### config.mk
export PLATFORM = sky130hd
export DESIGN_NAME = conv_window_ctrl
export DESIGN_NICKNAME = d
export VERILOG_FILES = /design/src/rtl/conv_pkg.sv /design/src/rtl/conv_win_addr_gen.sv /design/src/rtl/conv_window_ctrl.sv
export SDC_FILE = /design/constraint.sdc
export NUM_CORES = 1
export LEC_CHECK = 0
export CORE_UTILIZATION = 41
export DETAILED_ROUTE_END_ITERATION = 8
export GPL_TIMING_DRIVEN = 0
export PLACE_DENSITY_LB_ADDON = 0.12
export SETUP_SLACK_MARGIN = 0.15
export SLEW_MARGIN = 10
export SYNTH_ARGS = -nofsm -noshare
export SYNTH_HDL_FRONTEND = slang
export SYNTH_HIERARCHICAL = 1
export SYNTH_SLANG_ARGS = --single-unit
export TNS_END_PERCENT = 5
### constraint.sdc
create_clock -name i_clk -period 2.9 [get_ports i_clk]
set_input_delay 0.58 -clock i_clk [delete_from_list [all_inputs] [get_ports i_clk]]
set_output_delay 0.58 -clock i_clk [all_outputs]
set_load 0.1 [all_outputs]
### src/rtl/conv_pkg.sv
// Shared definitions for the 3x3 convolution window controller.
package conv_pkg;

  // Window geometry: a 3x3 kernel, 9 taps per window.
  localparam int KERNEL      = 3;
  localparam int KERNEL_TAPS = KERNEL * KERNEL;

  typedef enum logic [2:0] {
    S_IDLE = 3'd0,
    S_LOAD = 3'd1,
    S_READ = 3'd2,
    S_WAIT = 3'd3,
    S_OUT  = 3'd4,
    S_DONE = 3'd5
  } state_t;

endpackage

### src/rtl/conv_win_addr_gen.sv
// BRAM read-address generator: for window origin (r, c) and kernel row k,
// port j reads pixel (r+k)*IMG_W + c + j.
module conv_win_addr_gen
  import conv_pkg::*;
#(
  parameter int ADDR_WIDTH = 6,
  parameter int IMG_W      = 8
) (
  input  logic [ADDR_WIDTH-1:0]        r,
  input  logic [ADDR_WIDTH-1:0]        c,
  input  logic [1:0]                   k,
  output logic [ADDR_WIDTH*KERNEL-1:0] addrs
);

  logic [ADDR_WIDTH-1:0] base;

  // Row start plus column offset of the leftmost tap in kernel row k.
  assign base = (r + ADDR_WIDTH'(k)) * ADDR_WIDTH'(IMG_W) + c;

  for (genvar j = 0; j < KERNEL; j++) begin : g_port
    assign addrs[j*ADDR_WIDTH +: ADDR_WIDTH] = base + ADDR_WIDTH'(j);
  end

endmodule

### src/rtl/conv_window_ctrl.sv
// 3x3 sliding-window controller: loads a raster image into an external BRAM,
// then reads it back one kernel row per cycle and streams every 3x3 window.
//
// Handshakes: a transfer happens on a rising edge where valid and ready are
// both high. Pixel stream: the source holds i_px_data while i_px_valid is high
// and may drop valid at any time (gaps only stall). Window stream: o_win is
// held stable while o_win_valid is high and i_win_ready is low.
module conv_window_ctrl
  import conv_pkg::*;
#(
  parameter int ADDR_WIDTH = 6,
  parameter int RAM_WIDTH  = 8,
  parameter int RAM_PORTS  = 3,
  parameter int IMG_W      = 8,
  parameter int IMG_H      = 8
) (
  input  logic                            i_clk,
  input  logic                            i_rst,
  input  logic                            i_start,
  output logic                            o_busy,
  output logic                            o_done,
  input  logic                            i_px_valid,
  output logic                            o_px_ready,
  input  logic [RAM_WIDTH-1:0]            i_px_data,
  output logic                            o_bram_wr_en,
  output logic [ADDR_WIDTH-1:0]           o_bram_w_addrs,
  output logic [RAM_WIDTH-1:0]            o_bram_data,
  output logic [ADDR_WIDTH*RAM_PORTS-1:0] o_bram_r_addrs,
  input  logic [RAM_WIDTH*RAM_PORTS-1:0]  i_bram_data,
  output logic [RAM_WIDTH*KERNEL_TAPS-1:0] o_win,
  output logic                            o_win_valid,
  input  logic                            i_win_ready,
  output logic [2:0]                      o_dbg_state
);

  localparam int ROW_W = RAM_WIDTH * KERNEL;
  localparam logic [ADDR_WIDTH-1:0] LAST_PX  = ADDR_WIDTH'(IMG_W * IMG_H - 1);
  localparam logic [ADDR_WIDTH-1:0] LAST_COL = ADDR_WIDTH'(IMG_W - KERNEL);
  localparam logic [ADDR_WIDTH-1:0] LAST_ROW = ADDR_WIDTH'(IMG_H - KERNEL);

  state_t state, next_state;

  logic [ADDR_WIDTH-1:0]        px_cnt;
  logic [ADDR_WIDTH-1:0]        r;
  logic [ADDR_WIDTH-1:0]        c;
  logic [1:0]                   k;
  logic                         cap_en;
  logic [1:0]                   cap_k;
  logic [RAM_WIDTH*KERNEL_TAPS-1:0] win;
  logic [ADDR_WIDTH*KERNEL-1:0] rd_addrs;
  logic                         px_fire;
  logic                         win_fire;
  logic                         last_win;

  conv_win_addr_gen #(
    .ADDR_WIDTH(ADDR_WIDTH),
    .IMG_W     (IMG_W)
  ) u_addr_gen (
    .r    (r),
    .c    (c),
    .k    (k),
    .addrs(rd_addrs)
  );

  assign px_fire  = i_px_valid & o_px_ready;
  assign win_fire = o_win_valid & i_win_ready;
  assign last_win = (r == LAST_ROW) && (c == LAST_COL);

  // State register.
  always_ff @(posedge i_clk) begin
    if (i_rst) state <= S_IDLE;
    else       state <= next_state;
  end

  // Next-state logic and state-decoded outputs.
  always_comb begin
    next_state     = state;
    o_busy         = (state != S_IDLE);
    o_px_ready     = (state == S_LOAD);
    o_win_valid    = (state == S_OUT);
    o_done         = (state == S_DONE);
    o_bram_r_addrs = '0;
    case (state)
      S_IDLE: if (i_start) next_state = S_LOAD;
      S_LOAD: if (px_fire && (px_cnt == LAST_PX)) next_state = S_READ;
      S_READ: begin
        o_bram_r_addrs = rd_addrs;
        if (k == 2'd2) next_state = S_WAIT;
      end
      S_WAIT: next_state = S_OUT;
      S_OUT:  if (win_fire) next_state = last_win ? S_DONE : S_READ;
      S_DONE: next_state = S_IDLE;
      default: next_state = S_IDLE;
    endcase
  end

  assign o_bram_wr_en   = px_fire;
  assign o_bram_w_addrs = px_cnt;
  assign o_bram_data    = i_px_data;
  assign o_win          = win;
  assign o_dbg_state    = state;

  // Pixel counter and window-origin / kernel-row counters.
  always_ff @(posedge i_clk) begin
    if (i_rst) begin
      px_cnt <= '0;
      r      <= '0;
      c      <= '0;
      k      <= '0;
    end else begin
      case (state)
        S_IDLE: if (i_start) px_cnt <= '0;
        S_LOAD: if (px_fire) begin
          px_cnt <= px_cnt + 1'b1;
          if (px_cnt == LAST_PX) begin
            r <= '0;
            c <= '0;
            k <= '0;
          end
        end
        S_READ: k <= (k == 2'd2) ? 2'd0 : k + 2'd1;
        S_OUT: if (win_fire) begin
          k <= '0;
          if (c == LAST_COL) begin
            c <= '0;
            r <= r + 1'b1;
          end else begin
            c <= c + 1'b1;
          end
        end
        default: ;
      endcase
    end
  end

  // BRAM data returns one cycle after the address; capture it into the row
  // slice of the kernel row that was issued on the previous cycle.
  always_ff @(posedge i_clk) begin
    if (i_rst) begin
      cap_en <= 1'b0;
      cap_k  <= '0;
      win    <= '0;
    end else begin
      cap_en <= (state == S_READ);
      cap_k  <= k;
      if (cap_en) begin
        case (cap_k)
          2'd0:    win[0*ROW_W +: ROW_W] <= i_bram_data;
          2'd1:    win[1*ROW_W +: ROW_W] <= i_bram_data;
          default: win[2*ROW_W +: ROW_W] <= i_bram_data;
        endcase
      end
    end
  end

endmodule

==> impl_metrics.toml, run 1 <==
[run_status]
status = "finished, violations left"
violations = "negative setup slack"

[synth]
yosysMostFrequentCell = "nand2_1"
synth_nets = 592
synth_edf_count = 0
synth-simple-area-share_pct = 26.79
synth_top_cell_by_area = "dfxtp_1"
synth.area.top_cells = "dfxtp_1 (44%), nand2_1 (13%), a21oi_1 (9.1%), and3_1 (2.8%), ha_1 (2.5%)"
synthXorXnorAreaFrac_pct = 3.967
avgSynthCellArea_um2 = 8.174
synthMuxAreaShare_pct = 0.4502
ys_warn_count = 6
netlist_instances = 544
synth_top_area_share_pct = 44.12
yosysSeqAreaShare_pct = 44.12
synthArstFlopShare_pct = 0
synth_top_family_by_area = "simple AND/OR/NAND/NOR gates"
synthFlopType = "dfxtp_1"
synth_compound_area_share_pct = 14.91
synth-seq-cells = 98
synth.distinct_cells = 59
synth_adder_area_share_pct = 3.433
synth_area_mm2 = 0.004447
ys_top_cells_by_count = "nand2_1 (151), dfxtp_1 (98), a21oi_1 (81)"

[cells_and_area]
layoutNonFillerInstCount = 837
n_fill_cell = 924
n_antenna_cell = 0
fin_util_pct = 61.08
drive_gt1_share_pct = 14.69
areaGrowthSynthToFinish_pct = 43.08
final_nets = 744

[sta]
fin_tns_setup_ns = -1.403
hold_violations = 0
max_freq_ghz = 0.3091
slew_viol_final = 0
min_period_ns = 3.235
rsz0062_at_grt = "true"
setup_violations = 6
fin_skew_ns = 0.01366
finalWorstSetupSlack_ns = -0.3350
relSlewSlack_pct = 31.62
finalCritPeriodShare_pct = 111.6
fin_hold_ws_ns = 0.4548
tightestPinTransition_ns = 1.023

[global_route]
grtUsageMet2_pct = 36.36
grt_pass1_wl_um = 19280
antenna_found_initial = 0
grt_pass1_vias = 3964
met3_usage_pct = 4.169
grt_max_degree = 17
grt_use_total_pct = 21.49
grt-ovfl-total = 0
top_usage_layer = "met2"
use_met1_pct = 27.75

[cts]
cts_sinks = 98
clockBufferDepth = 2
cts_tree = "built"
cts_hold_buf = 0
cts_buffers = 9
clk_pin_slew_worst_paths_ns = 0.09
htreeDepth = 3
cts-root-buf = "clkbuf_8"
clk_latency_ns = 0.36

[setup_path]
cp_data_arrival_time_ns = 2.66
regToRegStartpoint = "c[0]$_SDFFE_PP0P_"
worstPathCellList = "ha_4, fa_1, fa_2, xnor2_4, xor3_1, and3_4, buf_12"
required_ns = 2.32
worstSetupStartpointType = "flip-flop"
cp_max_fo = 8
slowest_stage = "fa_1"
critPathKind = "reg -> out"
cpPeakStageDelay_ns = 0.46
critPathCaptureType = "primary output"
crit_start = "k[0]$_SDFFE_PP0P_"

[pwr]
p_per_area_mw_per_mm2 = 435.7
vdd_drop_max_mv = 0.2313
leakagePower_uw = 0.002324

[min_path]
min_path_type = "reg -> reg"
min_from = "o_win[14]$_SDFFE_PP0P_"

[die]
rows = 37
core_mm2 = 0.01042
die_h_um = 106.1
ioPinCount = 149
die_area_mm2 = 0.01127
die_w_um = 106.1
initial_utilization_pct = 42.69

[placed_design]
place_congestion = 0.8388
placedCellCount = 820
dpl.hpwl_um = 9155
port_buffers = 140

[route]
vias = 4239
drc = 0
routedWlPerCell_um = 14.46
drt_wl_total_um = 12100
drt-initial-drc-count = 168
first_pass_iters = 5
ant_nets = 0
viasPerCell = 5.065

[job]
cap_viol_max_count = 0
==> sequential cells by signal, summed over array words and instances (netlist names) <==
| register | cells |
|---|---|
| k | 2 |
| cap_k | 2 |
| c | 6 |
| o_bram_w_addrs | 6 |
| o_win | 72 |
| o_dbg_state | 3 |
| cap_en | 1 |
| r | 6 |
==> layer usage <==
layer,vias to the layer above,part of all wire [%],wire length (um)
li1,2139,-,-
met1,1972,46,5531
met2,115,48,5812
met3,13,5.1,620
met4,0,1.1,138
met5,-,0,0
==> worst paths after layout <==
| path | to | slack, ns | cells after the start |
|---|---|---|---|
| setup / recovery | o_bram_r_addrs[17] | -0.34 | 7 |
| hold / removal | o_win[14]$_SDFFE_PP0P_ | 0.45 | 2 |
| setup reg to reg | r[3]$_SDFFE_PP0P_ | 0.95 | 5 |
| hold reg to reg | o_win[14]$_SDFFE_PP0P_ | 0.45 | 2 |
==> through the flow <==
stage	area [um2]	total power (uW)	setup slack (ns)
6_report	6362	2772	-0.3350
5_1_grt	6362	2884	-0.4188
4_1_cts	6355	2797	-0.3997
3_5_place_dp	6100	1895	-0.9601
3_3_place_gp	6100	1893	-0.9564
2_1_floorplan	4528	1748	0.1020
==> layout make-up <==
cell class,count,area (um2),share of cell area (%)
plain buffers,47,247.7,3.894
well taps,136,170.2,2.675
repair buffers,141,1435,22.56
flip-flops and latches,98,1974,31.03
inverters,11,41.29,0.6490
clock buffers,11,141.4,2.222
multi-input cells,388,2291,36.01
clock inverters,5,61.31,0.9636
==> critical path: cells and delay by family, from the launching register on <==
| family | cells | cell delay, ns |
|---|---|---|
| xor+xnor | 2 | 0.54 |
| buf+inv | 1 | 0.16 |
| fa+ha+maj | 3 | 1.02 |
| simple gates | 1 | 0.19 |
| flops | 1 | 0.39 |
==> power by group <==
part	internal [uW]	leakage, uW	switching, uW
clock network	428	0.000104	482
logic	139	0.00143	346
registers	1360	0.000793	15.6
==> layout by cell type (no fill, tap or decap), drive strengths merged, types with 9 or more instances in the layout <==
master         count
xnor2              9
ha                 9
and3              20
a21oi             81
nand2            151
clkdlybuf4s50    117
nand3             12
nor2              13
buf               38
dfxtp             98
clkbuf            40
inv               12
==> logic make-up after synthesis <==
| kind of cell | Yosys count |
|---|---|
| xor gates and xnor gates | 15 |
| buffers and inverters | 58 |
| DFF | 98 |
| and+or+nand+nor | 246 |
| AOI/OAI and AO/OA | 114 |
| muxes | 2 |
| adders and majority gates | 11 |
==> what timing repair did <==
action,in CTS,in global routing
resized for setup,136,7
pin swaps,3,1
buffers inserted,1,0
endpoints found under the hold margin,0,0
endpoints found under the setup margin,23,19
Note: power is estimated with default switching activity, not from simulation.
==> run 2: changes to the inputs <==
--- a/config.mk
+++ b/config.mk
@@ -5,7 +5,7 @@
 export SDC_FILE = /design/constraint.sdc
 export NUM_CORES = 1
 export LEC_CHECK = 0
-export CORE_UTILIZATION = 41
+export CORE_UTILIZATION = 46
 export DETAILED_ROUTE_END_ITERATION = 8
 export GPL_TIMING_DRIVEN = 0
 export PLACE_DENSITY_LB_ADDON = 0.12
==> constraint.sdc (replaced) <==
create_clock -name i_clk -period 3.6 [get_ports i_clk]
set_input_delay 0.72 -clock i_clk [delete_from_list [all_inputs] [get_ports i_clk]]
set_output_delay 0.72 -clock i_clk [all_outputs]
set_load 0.1 [all_outputs]
==> run 2 against run 1 <==
The run now ends clean; combinational power decreased by 21%; largest cell class unchanged; via count increased by 0.31%; clock skew increased by 0.0072 ns; design area decreased by 3.0%; sequential power decreased by 20%; setup slack improved by 0.49 ns; first-iteration DRC count increased by 11%; global-route usage increased by 1.6 points; utilization increased by 5.4 points; power decreased by 21%; largest power group unchanged.
==> impl_metrics.toml, run 2 (same netlist as run 1, synthesis figures left out) <==
[setup_path]
critPathTopFamily = "adder cells"
slowest_stage = "fa_2"
worstPathCellList = "ha_1, fa_1, fa_2, nand4_1, xor3_1, and3_1, buf_6"
rr_worst_depth = 5
cp.buffers_inverters = 1
regToRegStartpoint = "c[0]$_SDFFE_PP0P_"
worstSetupStartpointType = "flip-flop"
required_ns = 2.88
critPathKind = "reg -> out"
reg2reg_to = "r[5]$_SDFFE_PP0P_"
cpPeakStageDelay_ns = 0.62
crit_start = "k[0]$_SDFFE_PP0P_"
cp_data_arrival_time_ns = 2.73
ff2ff_setup_slack_ns = 1.70
cp_max_fo = 8
critPathCaptureType = "primary output"

[cells_and_area]
n_antenna_cell = 0
drive_gt1_share_pct = 10.46
areaGrowthSynthToFinish_pct = 38.77
layoutNonFillerInstCount = 827
final_nets = 743
final_common_cell = "nand2_1"
fin_util_pct = 66.47
largest_reg_flops = 72
n_fill_cell = 823
final_cell_mix = "nand2_1 (151), clkdlybuf4s50_1 (120), dfxtp_1 (95), a21oi_1 (81), clkbuf_1 (24)"

[cts]
clk_latency_ns = 0.37
cts_buffers = 9
cts_hold_buf = 0
clk_pin_slew_worst_paths_ns = 0.10
htreeDepth = 3
cts_sinks = 98
clockBufferDepth = 2
cts-root-buf = "clkbuf_8"
cts_tree = "built"

[route]
vias = 4252
drt_wl_total_um = 11660
routedWlPerCell_um = 14.10
drc = 0
viasPerCell = 5.141
drt-initial-drc-count = 187
ant_nets = 0
first_pass_iters = 5

[sta]
rsz0062_at_grt = "true"
finalCritPeriodShare_pct = 95.74
tightestPinTransition_ns = 1.016
hold_violations = 0
fin_tns_setup_ns = 0
slew_viol_final = 0
min_period_ns = 3.447
setup_violations = 0
max_freq_ghz = 0.2901
fin_skew_ns = 0.02090
relSlewSlack_pct = 32.04
finalWorstSetupSlack_ns = 0.1534

[pwr]
leakagePower_uw = 0.002324
power_uw = 2193
p_per_area_mw_per_mm2 = 355.3
vdd_drop_max_mv = 0.2184

[global_route]
antenna_found_initial = 0
grt_max_degree = 17
grt_pass1_vias = 3855
grt_pass1_wl_um = 18690
grt-ovfl-total = 0
grt_use_total_pct = 23.13

[placed_design]
port_buffers = 140
dpl.hpwl_um = 8795
place_congestion = 0.9280
place_ws_ns = -0.4975
placedCellCount = 813

[run_status]
status = "completed"

[min_path]
min_path_type = "reg -> reg"
holdPathEnd = "o_win[13]$_SDFFE_PP0P_"
hold_path_depth = 2
min_from = "o_win[13]$_SDFFE_PP0P_"

[die]
initial_utilization_pct = 47.90
die_h_um = 100.3
die_area_mm2 = 0.01006
core_mm2 = 0.009284
die_w_um = 100.3
rows = 35
ioPinCount = 149

[job]
cap_viol_max_count = 0
## run 2: cell types whose count changed in the layout (fill, tap and decap cells not counted), moves of 2 or more
cell / delta
and3_1: +18
and3_2: -15
and3_4: -3
buf_12: -5
buf_2: +2
buf_4: -8
clkbuf_2: +10
clkbuf_4: -2
clkdlybuf4s15_2: -2
clkdlybuf4s50_1: +3
dfxtp_1: +3
dfxtp_2: -2
dlymetal6s2s_1: +2
## run 2: where the power goes
| part | switching (uW) | leakage (uW) | internal, uW | total, uW |
|---|---|---|---|---|
| clock | 381 | 0.0000922 | 320 | 701 |
| sequential | 12.3 | 0.000792 | 1100 | 1110 |
| combinational | 275 | 0.00144 | 109 | 384 |
## run 2: worst max path at each step
stage / cells after the start / end / slack (ns)
2_1_floorplan: 4 / o_bram_wr_en / -0.66
3_3_place_gp: 7 / o_bram_r_addrs[11] / -0.48
3_5_place_dp: 7 / o_bram_r_addrs[11] / -0.50
4_1_cts: 7 / o_bram_r_addrs[11] / 0.05
5_1_grt: 7 / o_bram_r_addrs[11] / 0.06
6_report: 7 / o_bram_r_addrs[11] / 0.15
## run 2: worst reg2reg max path, delay by kind of cell (launching register included)
| kind | cells | cell delay [ns] |
|---|---|---|
| compound gates | 1 | 0.12 |
| simple gates | 3 | 0.93 |
| flops | 1 | 0.56 |
| fa+ha+maj | 1 | 0.24 |
## run 2: layout make-up
| cell class | count | area [um2] | share of cell area, % |
|---|---|---|---|
| clock inverter | 5 | 63.81 | 1.034 |
| clock buffer | 9 | 123.9 | 2.007 |
| multi-input combinational | 388 | 2227 | 36.09 |
| sequential | 98 | 1968 | 31.89 |
| timing repair buffer | 140 | 1345 | 21.80 |
| tap | 129 | 161.4 | 2.616 |
| inverter | 11 | 41.29 | 0.6691 |
| buffer | 47 | 240.2 | 3.893 |
## run 2: repair_timing
| item | CTS | global route |
|---|---|---|
| gates resized for setup | 47 | 36 |
| pin swaps | 1 | 1 |
| endpoints found under the setup margin | 18 | 20 |
| hold endpoints to repair | 0 | 0 |
| setup buffers | 0 | 0 |
## run 2: metrics by stage
| stage | instance area, um2 | hold WS (ns) |
|---|---|---|
| after floorplan | 4457 | 0.4755 |
| after global placement | 6020 | 0.4416 |
| after detailed placement | 6020 | 0.4453 |
| after CTS | 6186 | 0.4581 |
| after global routing | 6171 | 0.4794 |
| final | 6171 | 0.4578 |
## run 2: metal layers
layer  share of wire, %  vias up  GRT usage [%]
li1                   -     2143              -
met1                 45     1956          31.09
met2                 48      138          37.93
met3                5.3       15          3.552
met4                1.7        0          7.915
met5                  0        -              0
